[config.mk]
export PLATFORM = sky130hd
export DESIGN_NAME = serial_adder_ctrl
export DESIGN_NICKNAME = d
export VERILOG_FILES = /design/src/rtl/serial_adder_pkg.sv /design/src/rtl/fulladder4.sv /design/src/rtl/serial_adder_ctrl.sv
export SDC_FILE = /design/constraint.sdc
export NUM_CORES = 1
export LEC_CHECK = 0
export ABC_AREA = 1
export ABC_CLOCK_PERIOD_IN_PS = 3940
export CORE_ASPECT_RATIO = 0.5
export CORE_MARGIN = 3
export CORE_UTILIZATION = 39
export CTS_CLUSTER_DIAMETER = 120
export DETAILED_ROUTE_END_ITERATION = 12
export SYNTH_ARGS = -nofsm -noshare
export SYNTH_HDL_FRONTEND = slang
export SYNTH_HIERARCHICAL = 1
export SYNTH_SLANG_ARGS = --single-unit
[constraint.sdc]
create_clock -name clk_i -period 3.94 [get_ports clk_i]
set_input_delay 0.591 -clock clk_i [delete_from_list [all_inputs] [get_ports clk_i]]
set_output_delay 0.591 -clock clk_i [all_outputs]
set_load 0.02 [all_outputs]
[src/rtl/serial_adder_pkg.sv]
// ============================================================================
// serial_adder_pkg : shared types and constants for the serial adder
// Rev 1.0
// ============================================================================
`default_nettype none

package serial_adder_pkg;

  typedef enum logic [1:0] {
    IDLE = 2'd0,
    RUN  = 2'd1,
    DONE = 2'd2
  } sadd_state_t;

  localparam int SLICE_W = 4;

endpackage

`default_nettype wire

[src/rtl/fulladder4.sv]
// ============================================================================
// fulladder4 : 4-bit ripple adder slice with carry in/out
// Rev 1.0
// ============================================================================
`default_nettype none

module fulladder4 (
  input  logic [3:0] a_i,
  input  logic [3:0] b_i,
  input  logic       carry_i,
  output logic [3:0] sum_o,
  output logic       carry_o
);

  assign {carry_o, sum_o} = {1'b0, a_i} + {1'b0, b_i} + {4'b0000, carry_i};

endmodule

`default_nettype wire

[src/rtl/serial_adder_ctrl.sv]
// ============================================================================
// serial_adder_ctrl : WIDTH-bit adder built by reusing one 4-bit slice,
// LSB nibble first, with valid/ready handshakes on both sides.  Rev 1.0
// ============================================================================
`default_nettype none

module serial_adder_ctrl
  import serial_adder_pkg::*;
#(
  parameter int WIDTH = 32
) (
  input  logic             clk_i,
  input  logic             rst_i,
  input  logic [WIDTH-1:0] a_i,
  input  logic [WIDTH-1:0] b_i,
  input  logic             carry_i,
  input  logic             valid_i,
  output logic             ready_o,
  output logic [WIDTH-1:0] sum_o,
  output logic             carry_o,
  output logic             valid_o,
  input  logic             ready_i,
  output logic             busy_o
);

  localparam int NSLICE = WIDTH / SLICE_W;
  localparam int STEP_W = (NSLICE > 1) ? $clog2(NSLICE) : 1;
  localparam logic [STEP_W-1:0] LAST_STEP = STEP_W'(NSLICE - 1);

  if (((WIDTH % SLICE_W) != 0) || (WIDTH < SLICE_W)) begin : g_width_check
    $error("serial_adder_ctrl: WIDTH must be a multiple of 4 and at least 4");
  end

  sadd_state_t        r_state;
  logic [STEP_W-1:0]  r_step;
  logic [WIDTH-1:0]   r_a;
  logic [WIDTH-1:0]   r_b;
  logic               r_carry;
  logic [WIDTH-1:0]   r_sum;
  logic               r_carry_out;
  logic               r_valid;

  logic [SLICE_W-1:0] w_a_slice;
  logic [SLICE_W-1:0] w_b_slice;
  logic [SLICE_W-1:0] w_sum_slice;
  logic               w_slice_carry;

  always_comb begin
    w_a_slice = '0;
    w_b_slice = '0;
    for (int k = 0; k < NSLICE; k++) begin
      if (r_step == STEP_W'(k)) begin
        w_a_slice = r_a[k*SLICE_W +: SLICE_W];
        w_b_slice = r_b[k*SLICE_W +: SLICE_W];
      end
    end
  end

  fulladder4 u_slice (
    .a_i     (w_a_slice),
    .b_i     (w_b_slice),
    .carry_i (r_carry),
    .sum_o   (w_sum_slice),
    .carry_o (w_slice_carry)
  );

  always_ff @(posedge clk_i) begin
    if (!rst_i) begin
      r_state     <= IDLE;
      r_step      <= '0;
      r_a         <= '0;
      r_b         <= '0;
      r_carry     <= 1'b0;
      r_sum       <= '0;
      r_carry_out <= 1'b0;
      r_valid     <= 1'b0;
    end else begin
      case (r_state)
        IDLE: begin
          if (valid_i) begin
            r_a     <= a_i;
            r_b     <= b_i;
            r_carry <= carry_i;
            r_sum   <= '0;
            r_step  <= '0;
            r_state <= RUN;
          end
        end
        RUN: begin
          for (int k = 0; k < NSLICE; k++) begin
            if (r_step == STEP_W'(k)) begin
              r_sum[k*SLICE_W +: SLICE_W] <= w_sum_slice;
            end
          end
          r_carry <= w_slice_carry;
          r_step  <= r_step + STEP_W'(1);
          if (r_step == LAST_STEP) begin
            r_carry_out <= w_slice_carry;
            r_valid     <= 1'b1;
            r_state     <= DONE;
          end
        end
        DONE: begin
          // Result stays on sum_o/carry_o after the handshake until the next accept.
          if (ready_i) begin
            r_valid <= 1'b0;
            r_state <= IDLE;
          end
        end
        default: begin
          r_state <= IDLE;
        end
      endcase
    end
  end

  assign ready_o = (r_state == IDLE);
  assign busy_o  = (r_state == RUN);
  assign sum_o   = r_sum;
  assign carry_o = r_carry_out;
  assign valid_o = r_valid;

endmodule

`default_nettype wire

==> results of run 1 <==
metal layers:
layer	GRT usage [%]	vias to the layer above
met5	0	-
met4	3.20	0
met3	5.00	8
met2	26.0	109
met1	25.8	1947
li1	-	2337
worst paths after layout:
check,startpoint,end,slack [ns],cells after the start
worst max-delay path,r_step[0]$_SDFFE_PN0P_,sum_o[21]$_SDFFE_PN0P_,0.43,17
worst max register to register,r_step[0]$_SDFFE_PN0P_,sum_o[21]$_SDFFE_PN0P_,0.43,17
worst min-delay path,sum_o[16]$_SDFFE_PN0P_,sum_o[16]$_SDFFE_PN0P_,0.46,2
worst min register to register,sum_o[16]$_SDFFE_PN0P_,sum_o[16]$_SDFFE_PN0P_,0.46,2
cell usage in the layout (no fill, tap or decap), types with 2 or more instances in the layout:
master and n:
nor2_1 167, nand2_1 159, dfxtp_1 104, clkdlybuf4s50_1 103
o21ai_0 59, inv_1 42, a21oi_1 41, nand3_1 26
o21ai_1 11, nor2_2 10, ha_1 9, clkbuf_16 9
o211ai_1 5, inv_2 4, or2_2 4, o21ai_2 4
buf_4 4, clkinv_1 2, clkbuf_8 2, clkinv_4 2
fa_1 2
flip-flops by register name (all words and copies together), names as in the netlist:
register	count
sum_o	32
carry_o	1
r_carry	1
r_step	3
r_state	2
valid_o	1
r_b	32
r_a	32
cell type report:
type                    instances  share of cell area, %
well taps                     159                   3.27
clock inverters                 4                  0.494
multi-input cells             502                   37.3
clock buffers                  11                   4.16
repair buffers                108                   17.5
flip-flops and latches        104                   34.3
inverters                      48                   2.96
power groups by stage:
| stage | combinational, mW | clock (mW) | sequential (mW) |
|---|---|---|---|
| 2_1_floorplan | 0.273 | 0 | 1.20 |
| 3_3_place_gp | 0.458 | 0 | 1.20 |
| 3_5_place_dp | 0.462 | 0 | 1.20 |
| 4_1_cts | 0.464 | 0.857 | 1.17 |
| 5_1_grt | 0.521 | 0.902 | 1.18 |
| 6_report | 0.460 | 0.843 | 1.17 |
worst reg2reg max path, delay by kind of cell (launching register included):
family,cells,cell delay (ns)
flops,1,0.39
buf+inv,4,0.54
simple gates,8,0.91
compound gates,1,0.14
fa+ha+maj,4,1.47
through the flow:
stage / instances / hold WS (ns) / power, mW / cell area, um^2
floorplan: 685 / 0.430 / 1.48 / 4690
global placement: 921 / 0.450 / 1.65 / 5790
detailed placement: 921 / 0.454 / 1.66 / 5790
CTS: 936 / 0.464 / 2.49 / 6080
global route: 936 / 0.482 / 2.60 / 6080
finish: 936 / 0.463 / 2.47 / 6080
logic make-up after synthesis:
logic type	Yosys count	synth area share (%)
compound gates	121	13.5
simple gates	369	31.4
fa+ha+maj	11	3.25
flops	104	44.4
xor+xnor	1	0.187
buf+inv	79	7.31
==> qor.yml, run 1 <==
critical_path:
  endpoint_kind: "flop"
  cp_cell_sequence: "ha_1 > ha_1 > clkinv_1 > nand3_1 > nand3_1 > nand2_1 > nand2_1 > nand2_1 > nand2_1 > fa_1 > inv_1 > fa_1 > inv_1 > inv_1 > nor2_2 > nand2_1 > a21oi_1"
  crit_arrival_ns: 3.78
  critPathMaxFanout: 9
  start_kind: "flop"
  required_ns: 4.21
  path_class: "reg2reg"
  slowest_delay_ns: 0.47
  crit_family: "adder cells"
  path_buf_inv: 4
  cpMostUsedCell: "nand2_1"
  crit_slowest_cell: "fa_1"
yosys:
  synth_flop_cell: "dfxtp_1"
  synthArstFlopShare_pct: 0
  synth_cell_types: 25
  yosysMostFrequentCell: "nor2_1"
  yosysWarnings: 6
  synth_top_area_share_pct: 44.4
  ys_seq_area_share_pct: 44.4
  postSynthAreaPerCell_um2: 6.85
  ys_ff_latch: 104
  synth_area_um2: 4690
  synthesis.nets: 765
  synth_common_cells: "nor2_1 (167), nand2_1 (159), dfxtp_1 (104), o21ai_0 (59), inv_1 (42)"
  synth_edf_count: 0
  synthCells: 685
  synth_area_leader_cell: "dfxtp_1"
  yosys-top-cells-area: "dfxtp_1 (44%), nor2_1 (13%), nand2_1 (13%)"
cts:
  hold_buffers: 0
  cts_htree_levels: 3
  clock_sinks: 104
  cts_tree: "done"
  post_cts_buffers: 0
  cts_made_buffers: 9
  clkLatencyLatePin_ns: 0.34
  clk_pin_slew_ns: 0.07
  cts_buffer_depth: 2
  cts-root-buf: "clkbuf_16"
  cts_resized: 0
floorplan:
  coreArea_um2: 11400
  start_util_pct: 41.3
  io_pins: 105
  rows: 27
  die_w_um: 161
  die_h_um: 83.6
  die_area_um2: 13500
finish:
  multi_input_area_um2: 2270
  final_util_pct: 53.5
  seq_area_um2: 2080
  drive_gt1_share_pct: 5.66
  num_antenna_cells: 0
  areaGrowthSynthToFinish_pct: 29.5
  num-fill-cells: 1184
  final_nets: 853
place:
  portBuffers: 104
  dp_worst_setup_slack_ns: 0.497
  gp_congestion: 0.855
  hpwlAfterDp_um: 8880
timing:
  period_share_pct: 89.1
  finalMaxSlewViolations: 0
  hold_viol: 0
  setup_viol: 0
  worst_pin_slew_ns: 0.644
  fin_worst_skew_ns: 0.00857
  min_period_ns: 3.51
  maxSlewHeadroom_pct: 56.9
  final.setup.tns_ns: 0
  rsz0062_at_grt: "false"
  fmax_mhz: 285
  fin_ws_ns: 0.428
global_route:
  grt_usage_pct: 17.6
  grt_max_degree: 72
  grt_pass1_vias: 4005
  grt_overflow: 0
  grt_pass1_wl_um: 19700
  grt_antenna_before_repair: 0
status:
  status: "complete, no violations"
pwr:
  swShare_pct: 27.9
  sequentialPowerShare_pct: 47.3
  p_comb_share_pct: 18.6
  peakVddDrop_v: 0.000191
  p_int_mw: 1.78
  pwr-share-clk_pct: 34.1
  switching_power_mw: 0.690
  p_per_area_nw_per_um2: 407
  leakage_nw: 2.55
route:
  top_layer_used: "met4"
  drt_iter0_drc: 176
  ant_nets: 0
  met2WireLength_um: 4910
  post_drt_wl_per_cell_um: 12.8
  vias: 4401
  route.detailed.drc: 0
  route.final.wire_length_um: 11900
  drt-met1-wl_um: 6210
  dr.pass1.iters: 4
  vias_per_cell: 4.70
  route.met3.wl_um: 731
min_path:
  hp-class: "reg2reg"
flow_run:
  cap_violations: 0
No activity file was read; power rests on OpenSTA's default activity.
==> run 2: changes to the inputs <==
--- a/config.mk
+++ b/config.mk
@@ -12,6 +12,7 @@
 export CORE_UTILIZATION = 39
 export CTS_CLUSTER_DIAMETER = 120
 export DETAILED_ROUTE_END_ITERATION = 12
+export SETUP_SLACK_MARGIN = 0.15
 export SYNTH_ARGS = -nofsm -noshare
 export SYNTH_HDL_FRONTEND = slang
 export SYNTH_HIERARCHICAL = 1
==> run 2 against run 1 <==
Effect of this change:
- sequential cell count did not move
- worst setup slack improved by 0.0096 ns
- highest routed layer unchanged
- power hardly changed
- sequential share of layout area is essentially flat
- clock skew barely moved
- register-to-register slack barely moved
- cell count is the same
- via count is essentially flat
- combinational power about the same
- non-clock buffer count stayed put
==> qor.yml, run 2 (synthesis results as in run 1) <==
status:
  status: "complete, no violations"
global_route:
  use_met1_pct: 25.8
  use_met2_pct: 26.0
  grt_pass1_vias: 4005
  grtUsageMet3_pct: 5.00
  grt_usage_pct: 17.6
  top_usage_layer: "met2"
  grt_max_degree: 72
  grt_overflow: 0
  grt_antenna_before_repair: 0
  grt_pass1_wl_um: 19700
critical_path:
  path_buf_inv: 4
  cpMostUsedCell: "nand2_1"
  crit_family: "adder cells"
  critPathMaxFanout: 9
  required_ns: 4.21
  crit_arrival_ns: 3.77
  slowest_delay_ns: 0.47
  endpoint_kind: "flop"
  cp_cell_sequence: "ha_1 > ha_1 > clkinvlp_4 > nand3_1 > nand3_1 > nand2_1 > nand2_1 > nand2_1 > nand2_1 > fa_1 > inv_1 > fa_1 > inv_1 > inv_1 > nor2_2 > nand2_1 > a21oi_1"
  crit_slowest_cell: "fa_1"
  start_kind: "flop"
  path_class: "reg2reg"
cts:
  post_cts_buffers: 0
  cts_tree: "done"
  clock_sinks: 104
  cts_buffer_depth: 2
  clkLatencyLatePin_ns: 0.34
  cts-root-buf: "clkbuf_16"
  clk_pin_slew_ns: 0.07
  cts_htree_levels: 3
  cts_made_buffers: 9
timing:
  maxSlewHeadroom_pct: 56.8
  min_period_ns: 3.50
  fmax_mhz: 286
  fin_worst_skew_ns: 0.00866
  fin_ws_ns: 0.437
  rsz0062_at_grt: "false"
  final.setup.tns_ns: 0
  period_share_pct: 88.9
  finalMaxSlewViolations: 0
  worst_pin_slew_ns: 0.646
  hold_viol: 0
  setup_viol: 0
place:
  dp_worst_setup_slack_ns: 0.497
  gp_congestion: 0.855
  hpwlAfterDp_um: 8880
  portBuffers: 104
floorplan:
  rows: 27
  die_h_um: 83.6
  coreArea_um2: 11400
  die_w_um: 161
  io_pins: 105
  start_util_pct: 41.3
  die_area_um2: 13500
route:
  ant_nets: 0
  route.detailed.drc: 0
  post_drt_wl_per_cell_um: 12.7
  vias_per_cell: 4.71
  vias: 4405
  dr.pass1.iters: 5
  drt_iter0_drc: 184
  route.final.wire_length_um: 11900
finish:
  layout_common_cells: "nor2_1 (167), nand2_1 (159), dfxtp_1 (104)"
  drive_gt1_share_pct: 5.79
  final_util_pct: 53.6
  num_antenna_cells: 0
  final_nets: 853
  final_common_cell: "nor2_1"
  areaGrowthSynthToFinish_pct: 29.6
flow_run:
  cap_violations: 0
pwr:
  total_power_mw: 2.47
  p_per_area_nw_per_um2: 407
  leakage_nw: 2.55
  peakVddDrop_v: 0.000190
min_path:
  hp-class: "reg2reg"
==> run 2: metrics by stage <==
step                instance area [um^2]  hold slack (ns)  std cells
global placement                    5790            0.450        921
CTS                                 6080            0.464        936
floorplan                           4690            0.430        685
finish                              6080            0.463        936
detailed placement                  5790            0.454        921
global route                        6080            0.482        936
==> run 2: repair_timing <==
| action | in CTS | in global routing |
|---|---|---|
| hold buffers | 0 | 0 |
| gates resized for setup | 0 | 1 |
| setup endpoints to repair | 0 | 6 |
| endpoints found under the hold margin | 0 | 0 |
==> run 2: tightest hold or removal path: cells and delay by family, from the launching register on <==
kind               cells  cell delay (ns)
DFF                    1             0.31
AOI/OAI and AO/OA      1             0.05
and+or+nand+nor        1             0.06
==> run 2: routing by layer <==
| layer | routed length, um | up-vias |
|---|---|---|
| met5 | 0 | - |
| met4 | 81 | 0 |
| met3 | 681 | 8 |
| met2 | 4910 | 107 |
| met1 | 6240 | 1955 |
| li1 | - | 2335 |
==> run 2: final timing paths <==
path	start	end	slack, ns	cells past startpoint
setup reg to reg	r_step[0]$_SDFFE_PN0P_	sum_o[21]$_SDFFE_PN0P_	0.44	17
setup / recovery	r_step[0]$_SDFFE_PN0P_	sum_o[21]$_SDFFE_PN0P_	0.44	17
hold reg to reg	sum_o[16]$_SDFFE_PN0P_	sum_o[16]$_SDFFE_PN0P_	0.46	2
hold / removal	sum_o[16]$_SDFFE_PN0P_	sum_o[16]$_SDFFE_PN0P_	0.46	2
==> run 2: power breakdown <==
| part | switching (mW) | internal, mW | total (mW) |
|---|---|---|---|
| logic | 0.265 | 0.196 | 0.460 |
| clock network | 0.380 | 0.461 | 0.841 |
| registers | 0.0438 | 1.13 | 1.17 |
| total | 0.689 | 1.78 | 2.47 |
==> run 2: area by class of cell <==
type                            instances  area (um^2)
Sequential cell                       104         2080
Inverter                               48          184
Tap cell                              159          199
Clock inverter                          4         30.0
Multi-Input combinational cell        502         2270
Timing Repair Buffer                  108         1070
Fill cell                            1184         5270
Clock buffer                           11          253
==> run 3: changes to the inputs <==
--- a/config.mk
+++ b/config.mk
@@ -7,11 +7,14 @@
 export LEC_CHECK = 0
 export ABC_AREA = 1
 export ABC_CLOCK_PERIOD_IN_PS = 3940
+export CELL_PAD_IN_SITES_DETAIL_PLACEMENT = 2
+export CELL_PAD_IN_SITES_GLOBAL_PLACEMENT = 2
 export CORE_ASPECT_RATIO = 0.5
 export CORE_MARGIN = 3
-export CORE_UTILIZATION = 39
+export CORE_UTILIZATION = 27
 export CTS_CLUSTER_DIAMETER = 120
 export DETAILED_ROUTE_END_ITERATION = 12
+export PLACE_DENSITY_LB_ADDON = 0.1
 export SETUP_SLACK_MARGIN = 0.15
 export SYNTH_ARGS = -nofsm -noshare
 export SYNTH_HDL_FRONTEND = slang
==> run 3 against run 2 <==
Effect of this change:
- sequential power about the same
- worst hold slack better by 0.0029 ns
- cell area up 2.5%
- highest routed layer unchanged
- register-to-register slack better by 0.06 ns
- maximum frequency up 1.6%
- routed wire length up 32%
- largest cell class unchanged
- global-route usage down 0.84 points
- combinational power up 7.6%
- sequential share of layout area down 0.83 points
- clock skew up 0.0025 ns
- non-clock buffer count up 2
- worst setup slack better by 0.057 ns
- largest power group unchanged
==> qor.yml, run 3 (synthesis results as in run 1) <==
route:
  route.detailed.drc: 0
  post_drt_wl_per_cell_um: 15.6
  drt_iter0_drc: 139
  vias: 4621
  route.final.wire_length_um: 15700
  vias_per_cell: 4.59
  dr.pass1.iters: 4
  ant_nets: 0
critical_path:
  cp.depth: 20
  required_ns: 4.20
  critPathMaxFanout: 8
  crit_family: "simple AND/OR/NAND/NOR gates"
  crit_arrival_ns: 3.70
  crit_slowest_cell: "fa_1"
  endpoint_kind: "flop"
  cpMostUsedCell: "nand2_1"
  path_class: "reg2reg"
  cp_cell_sequence: "inv_1 > ha_1 > inv_2 > nor2_4 > nand2_1 > nand3_1 > nand3_1 > nand3_1 > nand2_1 > nand2_1 > nand2_1 > nand2_1 > fa_1 > inv_1 > fa_1 > inv_1 > inv_1 > nor2_4 > nand2_1 > a21oi_1"
  start_kind: "flop"
  path_buf_inv: 5
  slowest_delay_ns: 0.47
  rr_worst_depth: 20
global_route:
  grt_pass1_vias: 4851
  grt_usage_pct: 16.8
  grt_antenna_before_repair: 0
  grt_max_degree: 72
  grt_overflow: 0
  grt_pass1_wl_um: 25300
pwr:
  leakage_nw: 2.58
  p_int_mw: 1.86
  sequentialPowerShare_pct: 44.8
  p_per_area_nw_per_um2: 421
  pwr-share-clk_pct: 36.3
  total_power_mw: 2.63
  switching_power_mw: 0.765
  p_comb_share_pct: 18.9
  peakVddDrop_v: 0.000207
  swShare_pct: 29.2
floorplan:
  die_h_um: 99.2
  die_w_um: 192
  io_pins: 105
  die_area_um2: 19100
  start_util_pct: 28.1
  rows: 33
  coreArea_um2: 16700
place:
  hpwlAfterDp_um: 11900
  gp_congestion: 0.771
  portBuffers: 104
  dpl_cell_area_um2: 5890
cts:
  cts_made_buffers: 9
  cts_buffer_depth: 2
  cts_htree_levels: 3
  clk_pin_slew_ns: 0.08
  cts-root-buf: "clkbuf_16"
  cts_tree: "done"
  clock_sinks: 104
  clkLatencyLatePin_ns: 0.35
finish:
  areaGrowthSynthToFinish_pct: 32.8
  final_common_cell: "nor2_1"
  num_antenna_cells: 0
  fin_area_um2: 6230
  num-fill-cells: 1971
  layout_common_cells: "nor2_1 (167), nand2_1 (158), dfxtp_1 (104)"
  drive_gt1_share_pct: 6.41
  final_nets: 855
timing:
  finalMaxSlewViolations: 0
  setup_viol: 0
  hold_viol: 0
  fin_worst_skew_ns: 0.0111
  rsz0062_at_grt: "true"
  fmax_mhz: 290
  min_period_ns: 3.45
  period_share_pct: 87.5
  worst_pin_slew_ns: 1.03
  final.setup.tns_ns: 0
  maxSlewHeadroom_pct: 31.2
min_path:
  hp-class: "reg2reg"
  hold_depth: 2
flow_run:
  cap_violations: 0
status:
  status: "complete, no violations"
run 3: cell types whose count changed in the layout (fill, tap and decap cells not counted), sizes merged:
| cell | previous run | this run |
|---|---|---|
| bufinv | 0 | 1 |
| buf | 5 | 7 |
| inv | 46 | 47 |
| clkinv | 4 | 3 |
run 3: per-stage QoR:
| step | hold slack (ns) | util [%] | setup slack (ns) | cells |
|---|---|---|---|---|
| 2_1_floorplan | 0.430 | - | 1.04 | 685 |
| 3_3_place_gp | 0.451 | 35.3 | 0.521 | 991 |
| 3_5_place_dp | 0.456 | 35.3 | 0.291 | 991 |
| 4_1_cts | 0.468 | 37.2 | 0.183 | 1007 |
| 5_1_grt | 0.482 | 37.4 | 0.143 | 1007 |
| 6_report | 0.466 | 37.4 | 0.494 | 1007 |
run 3: worst register-to-register path, stage by stage (launching register included):
cell and delay [ns]:
dfxtp_1 0.39, inv_1 0.08, ha_1 0.25, inv_2 0.18, nor2_4 0.10, nand2_1 0.11
nand3_1 0.14, nand3_1 0.15, nand3_1 0.10, nand2_1 0.11, nand2_1 0.05, nand2_1 0.05
nand2_1 0.07, fa_1 0.47, inv_1 0.10, fa_1 0.42, inv_1 0.08, inv_1 0.06
nor2_4 0.21, nand2_1 0.09, a21oi_1 0.16
run 3: repair_timing:
action	in CTS	in global routing
setup endpoints to repair	0	24
setup buffers	0	0
gates resized for setup	0	6
hold buffers	0	0
run 3: per-layer routing:
metal	global-route usage, %	share of wire (%)
met2	26.7	44
met5	0	0
met3	3.66	3.3
met1	23.5	52
met4	3.41	1.2
run 3: final cells by class:
| class | instances | area (um^2) | area share, % |
|---|---|---|---|
| Timing Repair Buffer | 110 | 1080 | 17.3 |
| Clock inverter | 5 | 63.8 | 1.02 |
| Tap cell | 227 | 284 | 4.56 |
| Sequential cell | 104 | 2080 | 33.4 |
| Multi-Input combinational cell | 502 | 2280 | 36.7 |
| Inverter | 48 | 184 | 2.95 |
| Clock buffer | 11 | 253 | 4.06 |
run 3: worst paths after layout:
check	from	to	slack, ns
min reg2reg	sum_o[27]$_SDFFE_PN0P_	sum_o[27]$_SDFFE_PN0P_	0.47
max reg2reg	r_step[1]$_SDFFE_PN0P_	sum_o[17]$_SDFFE_PN0P_	0.49
max	r_step[1]$_SDFFE_PN0P_	sum_o[17]$_SDFFE_PN0P_	0.49
min	sum_o[27]$_SDFFE_PN0P_	sum_o[27]$_SDFFE_PN0P_	0.47
run 3: power by group through the flow:
stage	combinational, mW	sequential [mW]	clock [mW]
final	0.495	1.18	0.954
after CTS	0.500	1.18	0.983
after floorplan	0.273	1.20	0
after global routing	0.562	1.19	1.04
after detailed placement	0.492	1.20	0
after global placement	0.476	1.20	0
